`src/rtl/pwm_decoder.sv`:
```
`default_nettype none
// ============================================================================
// Module   : pwm_decoder
// Purpose  : Servo-PWM receiver. Measures high time and rising-to-rising
//            period of an incoming pulse train in clk ticks (1 us) and
//            classifies each pulse into the 2-bit direction code used by
//            the servo PWM generator.
// Options  : PWM_DEC_FILT_EN - adds a FILT_LEN-tick stability filter after
//            the synchronizer; pulses or gaps shorter than FILT_LEN ticks
//            are ignored.
// Revision : 1.0 - initial release
// ============================================================================
module pwm_decoder #(
    parameter int CNT_W   = 16,
    parameter int T_STOP  = 1500,
    parameter int T_CCW   = 1520,
    parameter int T_CW    = 1480,
    parameter int TOL     = 5,
    parameter int T_MIN   = 500,
    parameter int T_MAX   = 2500,
    parameter int TIMEOUT = 25000
`ifdef PWM_DEC_FILT_EN
    ,
    parameter int FILT_LEN = 4
`endif
) (
    input  logic             clk,
    input  logic             rst_n,
    input  logic             en,
    input  logic             pwm_in,
    output logic [1:0]       dir_out,
    output logic [CNT_W-1:0] high_us,
    output logic [CNT_W-1:0] period_us,
    output logic             valid,
    output logic             err,
    output logic             loss
);

    localparam logic [1:0] c_st_idle = 2'd0;
    localparam logic [1:0] c_st_high = 2'd1;
    localparam logic [1:0] c_st_low  = 2'd2;

    localparam logic [CNT_W-1:0] c_cnt_max  = {CNT_W{1'b1}};
    localparam logic [CNT_W-1:0] c_cnt_one  = CNT_W'(1);
    localparam logic [CNT_W-1:0] c_idle_lim = CNT_W'(TIMEOUT - 1);

    // Classification is done one bit wider and signed so |hi - nominal|
    // never wraps around.
    localparam logic signed [CNT_W:0] c_tol  = (CNT_W+1)'(TOL);
    localparam logic signed [CNT_W:0] c_tmin = (CNT_W+1)'(T_MIN);
    localparam logic signed [CNT_W:0] c_tmax = (CNT_W+1)'(T_MAX);
    localparam logic signed [CNT_W:0] c_stop = (CNT_W+1)'(T_STOP);
    localparam logic signed [CNT_W:0] c_ccw  = (CNT_W+1)'(T_CCW);
    localparam logic signed [CNT_W:0] c_cw   = (CNT_W+1)'(T_CW);

    logic             r_sync1;
    logic             r_sync2;
    logic             w_lvl;
    logic             r_lvl_prev;
    logic             w_rise;
    logic             w_fall;
    logic             w_timeout;
    logic [1:0]       r_state;
    logic [CNT_W-1:0] r_hi_cnt;
    logic [CNT_W-1:0] r_per_cnt;
    logic [CNT_W-1:0] r_idle_cnt;
    logic [CNT_W-1:0] r_hi_lat;
    logic signed [CNT_W:0] w_hi_s;
    logic             w_range_err;
    logic [1:0]       w_class;

    function automatic logic [CNT_W-1:0] sat_inc(input logic [CNT_W-1:0] v);
        return (v == c_cnt_max) ? v : v + c_cnt_one;
    endfunction

    function automatic logic in_win(input logic signed [CNT_W:0] hi,
                                    input logic signed [CNT_W:0] nom);
        logic signed [CNT_W:0] d;
        d = hi - nom;
        return (d >= -c_tol) && (d <= c_tol);
    endfunction

    // Two-flop synchronizer for the asynchronous PWM input
    always_ff @(posedge clk or negedge rst_n) begin
        if (!rst_n) begin
            r_sync1 <= 1'b0;
            r_sync2 <= 1'b0;
        end else begin
            r_sync1 <= pwm_in;
            r_sync2 <= r_sync1;
        end
    end

`ifdef PWM_DEC_FILT_EN
    localparam int c_fw = (FILT_LEN < 2) ? 1 : $clog2(FILT_LEN);
    localparam logic [c_fw-1:0] c_filt_last = c_fw'(FILT_LEN - 1);

    logic            r_filt;
    logic [c_fw-1:0] r_fcnt;

    // Stability filter: the level flips only after FILT_LEN consecutive
    // samples disagree with it, delaying both edges by the same amount
    always_ff @(posedge clk or negedge rst_n) begin
        if (!rst_n) begin
            r_filt <= 1'b0;
            r_fcnt <= '0;
        end else if (r_sync2 == r_filt) begin
            r_fcnt <= '0;
        end else if (r_fcnt == c_filt_last) begin
            r_filt <= r_sync2;
            r_fcnt <= '0;
        end else begin
            r_fcnt <= r_fcnt + 1'b1;
        end
    end

    assign w_lvl = r_filt;
`else
    assign w_lvl = r_sync2;
`endif

    // Previous level for edge detection; keeps running while disabled so
    // re-enabling mid-pulse never fakes an edge
    always_ff @(posedge clk or negedge rst_n) begin
        if (!rst_n) begin
            r_lvl_prev <= 1'b0;
        end else begin
            r_lvl_prev <= w_lvl;
        end
    end

    assign w_rise    = w_lvl & ~r_lvl_prev;
    assign w_fall    = ~w_lvl & r_lvl_prev;
    // An edge in the expiry cycle wins over the timeout
    assign w_timeout = (r_idle_cnt >= c_idle_lim) && !w_rise && !w_fall;

    assign w_hi_s      = $signed({1'b0, r_hi_lat});
    assign w_range_err = (w_hi_s < c_tmin) || (w_hi_s > c_tmax);

    // Map the latched high time onto a direction code, first window wins
    always_comb begin
        w_class = 2'b11;
        if (in_win(w_hi_s, c_stop)) begin
            w_class = 2'b00;
        end else if (in_win(w_hi_s, c_ccw)) begin
            w_class = 2'b01;
        end else if (in_win(w_hi_s, c_cw)) begin
            w_class = 2'b10;
        end
    end

    // Measurement FSM, idle/timeout supervision and output registers
    always_ff @(posedge clk or negedge rst_n) begin
        if (!rst_n) begin
            r_state    <= c_st_idle;
            r_hi_cnt   <= '0;
            r_per_cnt  <= '0;
            r_idle_cnt <= '0;
            r_hi_lat   <= '0;
            dir_out    <= 2'b00;
            high_us    <= '0;
            period_us  <= '0;
            valid      <= 1'b0;
            err        <= 1'b0;
            loss       <= 1'b1;
        end else begin
            valid <= 1'b0;
            if (!en) begin
                r_state    <= c_st_idle;
                r_hi_cnt   <= '0;
                r_per_cnt  <= '0;
                r_idle_cnt <= '0;
                r_hi_lat   <= '0;
            end else begin
                if (w_rise || w_fall) begin
                    r_idle_cnt <= '0;
                end else begin
                    r_idle_cnt <= sat_inc(r_idle_cnt);
                end

                if (w_timeout) begin
                    r_state    <= c_st_idle;
                    r_hi_cnt   <= '0;
                    r_per_cnt  <= '0;
                    r_idle_cnt <= '0;
                    loss       <= 1'b1;
                    dir_out    <= 2'b00;
                end else begin
                    case (r_state)
                        c_st_idle: begin
                            // First rise only arms; the edge tick counts as high
                            if (w_rise) begin
                                r_hi_cnt  <= c_cnt_one;
                                r_per_cnt <= c_cnt_one;
                                r_state   <= c_st_high;
                            end else begin
                                r_hi_cnt  <= '0;
                                r_per_cnt <= '0;
                            end
                        end
                        c_st_high: begin
                            if (w_fall) begin
                                r_hi_lat  <= r_hi_cnt;
                                r_per_cnt <= sat_inc(r_per_cnt);
                                r_state   <= c_st_low;
                            end else begin
                                r_hi_cnt  <= sat_inc(r_hi_cnt);
                                r_per_cnt <= sat_inc(r_per_cnt);
                            end
                        end
                        c_st_low: begin
                            if (w_rise) begin
                                high_us   <= r_hi_lat;
                                period_us <= r_per_cnt;
                                valid     <= 1'b1;
                                loss      <= 1'b0;
                                if (w_range_err) begin
                                    err <= 1'b1;
                                end else begin
                                    err     <= 1'b0;
                                    dir_out <= w_class;
                                end
                                r_hi_cnt  <= c_cnt_one;
                                r_per_cnt <= c_cnt_one;
                                r_state   <= c_st_high;
                            end else begin
                                r_per_cnt <= sat_inc(r_per_cnt);
                            end
                        end
                        default: begin
                            r_state <= c_st_idle;
                        end
                    endcase
                end
            end
        end
    end

endmodule
`default_nettype wire

```
`config.mk`:
```
export PLATFORM = sky130hd
export DESIGN_NAME = pwm_decoder
export DESIGN_NICKNAME = d
export VERILOG_FILES = /design/src/rtl/pwm_decoder.sv
export SDC_FILE = /design/constraint.sdc
export NUM_CORES = 1
export LEC_CHECK = 0
export BUFFER_PORTS_ARGS = -buffer_cell sky130_fd_sc_hd__buf_4
export CAP_MARGIN = 15
export CORE_AREA = 10 10 124 238
export DETAILED_ROUTE_END_ITERATION = 10
export DIE_AREA = 0 0 134 248
export MAX_ROUTING_LAYER = met4
export PLACE_DENSITY = 0.47
export SLEW_MARGIN = 20
export SYNTH_ARGS = -nofsm -noshare
export SYNTH_HDL_FRONTEND = slang
export SYNTH_SLANG_ARGS = --single-unit
export TNS_END_PERCENT = 50
```
`constraint.sdc`:
```
create_clock -name clk -period 3.4 [get_ports clk]
set_input_delay 0.34 -clock clk [delete_from_list [all_inputs] [get_ports clk]]
set_output_delay 0.34 -clock clk [all_outputs]
set_load 0.005 [all_outputs]
```
; Word level (Yosys, flattened, before mapping)
; Index checks and enable logic that the tools add are counted.
[word_totals]
regBits = 106
latchBits = 0
ram_bits = 0
rom_bits = 0
inputBits = 4
output_inout_bits = 37
elab_cells = 109
mem_count = 0
[classes]
n_addsub = 6
mul = 0
n_div = 0
order_cmp = 9
eq_ne = 16
shift = 0
muxes = 40
bitwise = 5
n_reduce_logical = 19
[op_table]
columns = cell, count
row1 = $mux W16, 17
row2 = $pmux W16 S3, 2
row3 = $ge A17 B4 Y1 const B, 3
row4 = $le A17 B4 Y1 const B, 3
row5 = $sub A16 B11 Y17 const B, 3
row6 = $add A16 B1 Y16 const B, 3
row7 = $eq A16 B16 Y1 const B, 3
row8 = $mux W2, 10
row9 = $ne A4 B4 Y1 const B, 5
row10 = $ge A16 B15 Y1 const B, 1
row11 = $gt A16 B12 Y1 const B, 1
row12 = $lt A16 B9 Y1 const B, 1
row13 = $reduce_and A4 Y1, 3
row14 = $mux W1, 10
row15 = $reduce_and A3 Y1, 2
row16 = $logic_and A1 B1 Y1, 5
row17 = $ne A5 B1 Y1 const B, 1
row18 = $ne A2 B1 Y1 const B, 2
row19 = $ne A2 B2 Y1 const B, 2
row20 = $ne A4 B2 Y1 const B, 1
row21 = $pmux W2 S2, 1
row22 = $reduce_bool A2 Y1, 2
row23 = $not A1 Y1, 3
row24 = $and A1 B1 Y1, 2
row25 = 7 further kinds, 9

; Longest topological paths before layout
[logic_depth]
depth_word = 10
mapped_depth = 10
mapped_depth_nobuf = 8

; Worst setup path after synthesis
; OpenSTA, ideal clock, no wires.
[synth_path]
path_kind = reg-to-reg
startpoint = reg r_hi_lat[5]
endpoint = reg dir_out[1]
setup_time_ns = 0.121
t_arrival_ns = 2.360
required_ns = 3.279
slack_ns = 0.919
path_stages_with_launch = 10
n_path_buf = 1
period_less_slack_ns = 2.481
cell_sequence = dfrtp_1 -> clkbuf_1 -> inv_1 -> ha_1 -> a21oi_1 -> o2bb2ai_1 -> nor4_1 -> nand4_1 -> o31a_1 -> a22o_1
[synth_between]
elab_chain_cells = 9
word_cells_on_any_way = 19
classes_between = add/sub (2) / order compare (6) / eq/ne (1) / mux (6) / reduce/logical (4)
[synth_rtl]
columns = element, line
row1 = from (decl), 67  ; logic [CNT_W-1:0] r_hi_lat;
row2 = from (signal assigned), 203  ; r_hi_lat <= r_hi_cnt;
row3 = $sub A16 B11 Y17, 79  ; d = hi - nom;
row4 = $ge A17 B4 Y1 or $le A17 B4 Y1 (tied branches), 80  ; return (d >= -c_tol) && (d <= c_tol);
row5 = $logic_and A1 B1 Y1, 80
row6 = $mux W2, 145  ; end else if (in_win(w_hi_s, c_ccw)) begin
row7 = $mux W2, 143  ; if (in_win(w_hi_s, c_stop)) begin
row8 = $mux W2, 217  ; if (w_range_err) begin
row9 = $mux W2, 212  ; if (w_rise) begin
row10 = $mux W2, 189  ; case (r_state)
row11 = $mux W2, 181  ; if (w_timeout) begin
row12 = to (signal assigned), 221  ; dir_out <= w_class;
row13 = to (decl), 31  ; output logic [1:0] dir_out,
; Parallel ways exist; a longest one is shown, timed or not. The select of a mux whose other input is x is not followed.
; A chain may end at the register's enable or synchronous reset.

; Final worst setup path
[layout_path]
startpoint = reg r_hi_cnt[0]
endpoint = reg r_hi_cnt[15]
[layout_between]
elab_chain_cells = 6
word_cells_on_any_way = 9
classes_between = add/sub (1) / eq/ne (2) / mux (5) / reduce/logical (1)
[layout_rtl]
columns = element, line
row1 = from (decl), 64  ; logic [CNT_W-1:0] r_hi_cnt;
row2 = from (signal assigned), 193  ; r_hi_cnt <= c_cnt_one;
row3 = from (signal assigned), 207  ; r_hi_cnt <= sat_inc(r_hi_cnt);
row4 = from (signal assigned), 223  ; r_hi_cnt <= c_cnt_one;
row5 = $add A16 B1 Y16, 73  ; return (v == c_cnt_max) ? v : v + c_cnt_one;
row6 = $mux W16, 73
row7 = $mux W16, 202  ; if (w_fall) begin
row8 = $pmux W16 S3, 189
row9 = $mux W16, 181
row10 = $mux W16, 168  ; if (!en) begin
; Parallel ways exist; a longest one is shown, timed or not. The select of a mux whose other input is x is not followed.

==> results.toml <==
[outcome]
status = "completed"

[final_layout]
drive_above_1_share_pct = 16.2
area_growth_pct = 16.4
final_util_pct = 28.7
nFillCells = 2781
fin_nets = 727
insertedDiodeCount = 0

[floorplan]
floorplan.core_area_sq_um = 25700
design.portCount = 41
die_h_microns = 248
design.die.area_sq_um = 33200
floorplan.rows = 83
initial_utilization_pct = 24.6
fp.dieW_microns = 134

[detailed_routing]
route.detailed.vias_per_inst = 5.10
detail_route_antenna_nets = 0
drc = 0
wire_length_per_cell_after_detailed_routing_microns = 18.0
routed_wirelength_mm = 18.8
drt_iter0_markers = 322
dr_total_vias = 5315
drtPass1Iterations = 4

[critical_path]
crit_start = "r_hi_cnt[0]$_DFFE_PN0P_"
cp.arrival_ns = 3.06
timing.setup.critical_path_class = "reg2reg"
critical_path.reg2reg.endpoint = "r_hi_cnt[15]$_DFFE_PN0P_"
cp-start-kind = "register"
worst_r2r_startpoint = "r_hi_cnt[0]$_DFFE_PN0P_"
r2r.worst_path.cells = 7
setup.reg_to_reg.worst_slack_ns = 0.56
crit_fanout = 14
critical_path.endpoint_type = "register"
cp_data_required_time_ns = 3.62

[global_routing]
grt_usage_pct = 11.9
first_global_vias = 5508
grt_first_pass_wirelength_mm = 30.5
largest_net_degree_at_the_start_of_global_routing = 52
antenna_found_initial = 0
global_route.overflow_total = 0

[sta]
layout_worst_path_cycle_share_pct = 83.5
max-slew-margin-rel_pct = 45.5
maxSlewViolCount = 0
finalCriticalPeriod_ns = 2.84
worst_slack_ns = 0.562
grt_setup_unrepaired = "false"
finalHoldWorstSlack_ns = 0.0162
final.setup_skew_ns = 0.0140
finalSetupViolations = 0
timing_hold_violations_final = 0
fmax_mhz = 352
worst_pin_slew_ns = 0.815
final.setup.tns_ns = 0

[synth]
synth.largest_area_cell = "sky130_fd_sc_hd__dfrtp_1"
synth.area.top_cells = "sky130_fd_sc_hd__dfrtp_1 42%, sky130_fd_sc_hd__ha_1 5.1%, sky130_fd_sc_hd__mux2_2 4.6%"
synth_enable_flop_cells = 0
post_synth_instance_area_sq_um = 6320
synthMostInstantiatedCell = "sky130_fd_sc_hd__dfrtp_1"
yosysSeqAreaShare_pct = 42.0
synth_top_cell_area_share_pct = 41.6
yosys-top-cells-count = "105 x sky130_fd_sc_hd__dfrtp_1, 61 x sky130_fd_sc_hd__nor2_1, 46 x sky130_fd_sc_hd__nand2_1, 33 x sky130_fd_sc_hd__clkbuf_1"
synthesis.instances = 666
syn-num-nets = 696
yosys_register_bits = 106
ys_async_sr_fraction_pct = 100
syn_area_per_cell_sq_um = 9.49
synthDistinctLibCells = 72
ys_warn_count = 0
yosys_most_used_dff = "sky130_fd_sc_hd__dfrtp_1"

[place]
pre_cts_slack_ns = 0.548
gp_routability_congestion = 0.880
numPortBuffers = 40
detailedPlacementHpwl_mm = 14.0

[power]
power.leakage_nw = 3.22
power.net_switching_mw = 0.608
intPower_mw = 1.95
clk_network_pwr_share_pct = 45.3
cellPowerDensity_nw_per_um2 = 348
power_frac_comb_pct = 4.8
max-vdd-ir-drop_uv = 210
report.power.total_mw = 2.56
seqPwrFrac_pct = 49.9
power.share.switching_pct = 23.8

[clocking]
post_cts_resized = 0
root_buffer = "sky130_fd_sc_hd__clkbuf_16"
clkTransAtPathRegs_ns = 0.07
worst_skew_pair.late_latency_ns = 0.36
cts_buffers = 9
number_of_sinks_handled_by_clock_tree_synthesis = 106
cts.htree.levels = 3
hold_buffers = 0
cts.repair_timing.setup_buffer_count = 0
clockBufferDepth = 2
tritoncts = "built"

[worst_hold_path]
hold_class = "in2async"

[job]
max_cap_violations = 0
-- power by group through the flow --
stage	clock [mW]	sequential (mW)	combinational (mW)
floorplan	0	1.30	0.0709
global placement	0	1.30	0.127
detailed placement	0	1.30	0.128
CTS	1.21	1.28	0.128
global route	1.25	1.28	0.142
finish	1.16	1.28	0.123
-- kinds of logic after synthesis --
family / Yosys count / share of synthesized area, %
AO/OA/AOI/OAI: 172 / 19.7
XOR/XNOR: 31 / 4.30
buffers and inverters: 60 / 3.92
multiplexers: 30 / 5.27
flip-flops: 106 / 42.0
adder cells (fa/ha/maj): 26 / 5.15
AND/OR/NAND/NOR: 241 / 19.6
-- cell type report --
class	instances	area, sq um	share of cell area, %
inverter	19	71.3	0.970
clock inverter	7	101	1.38
tap	340	425	5.78
sequential	106	2650	36.1
clock buffer	9	225	3.06
timing repair buffer	61	458	6.23
multi-input combinational	500	3420	46.5
-- cells in the final DEF (no fill, tap or decap), types with 7 or more instances in the layout --
master and n:
sky130_fd_sc_hd__dfrtp_1 105, sky130_fd_sc_hd__nor2_1 61, sky130_fd_sc_hd__buf_4 61, sky130_fd_sc_hd__nand2_1 46, sky130_fd_sc_hd__o31ai_1 26, sky130_fd_sc_hd__o21ai_0 26, sky130_fd_sc_hd__mux2_2 26, sky130_fd_sc_hd__ha_1 26
sky130_fd_sc_hd__nor3_1 23, sky130_fd_sc_hd__a21oi_1 22, sky130_fd_sc_hd__nand3_1 21, sky130_fd_sc_hd__inv_1 19, sky130_fd_sc_hd__a22o_1 18, sky130_fd_sc_hd__nand4_1 16, sky130_fd_sc_hd__xor2_1 16, sky130_fd_sc_hd__and3_1 15
sky130_fd_sc_hd__xnor2_1 15, sky130_fd_sc_hd__nor2b_1 13, sky130_fd_sc_hd__a31oi_1 10, sky130_fd_sc_hd__clkbuf_16 9, sky130_fd_sc_hd__o41ai_1 8, sky130_fd_sc_hd__or3_1 7, sky130_fd_sc_hd__nor4_1 7
-- flip-flops by register name, indices dropped and copies added (netlist names), 2 cells and up --
register / count
r_state: 2
r_idle_cnt: 16
r_per_cnt: 16
r_hi_lat: 16
r_hi_cnt: 16
period_us: 16
dir_out: 2
high_us: 16
-- per-stage QoR --
step / std cells / cell area (sq um)
floorplan: 666 / 6320
global placement: 1026 / 7030
detailed placement: 1026 / 7030
CTS: 1042 / 7360
global route: 1042 / 7360
finish: 1042 / 7360
-- worst max-delay path, cell delays in order (launching register included) --
cell and delay, ns:
sky130_fd_sc_hd__dfrtp_1 0.43, sky130_fd_sc_hd__ha_1 0.23, sky130_fd_sc_hd__nand3_2 0.14, sky130_fd_sc_hd__or4_4 0.60
sky130_fd_sc_hd__or4_4 0.56, sky130_fd_sc_hd__nand2_1 0.11, sky130_fd_sc_hd__or3_1 0.47, sky130_fd_sc_hd__o41ai_1 0.16
-- how the worst max path moves through the flow --
stage                               endpoint  depth (start not counted)
detailed placement  r_hi_cnt[15]$_DFFE_PN0P_                          7
floorplan             dir_out[1]$_DFFE_PN0P_                          9
CTS                 r_hi_cnt[15]$_DFFE_PN0P_                          7
finish              r_hi_cnt[15]$_DFFE_PN0P_                          7
global placement    r_hi_cnt[11]$_DFFE_PN0P_                          7
global route          dir_out[0]$_DFFE_PN0P_                          8
-- per-layer routing --
metal	vias up	GRT usage [%]	share of wire, %
met3	51	1.11	2.1
met4	0	7.23	4.6
met2	103	22.1	56
met1	2629	11.7	37
met5	-	-	0
li1	2532	-	-
No activity file was read; power rests on OpenSTA's default activity.
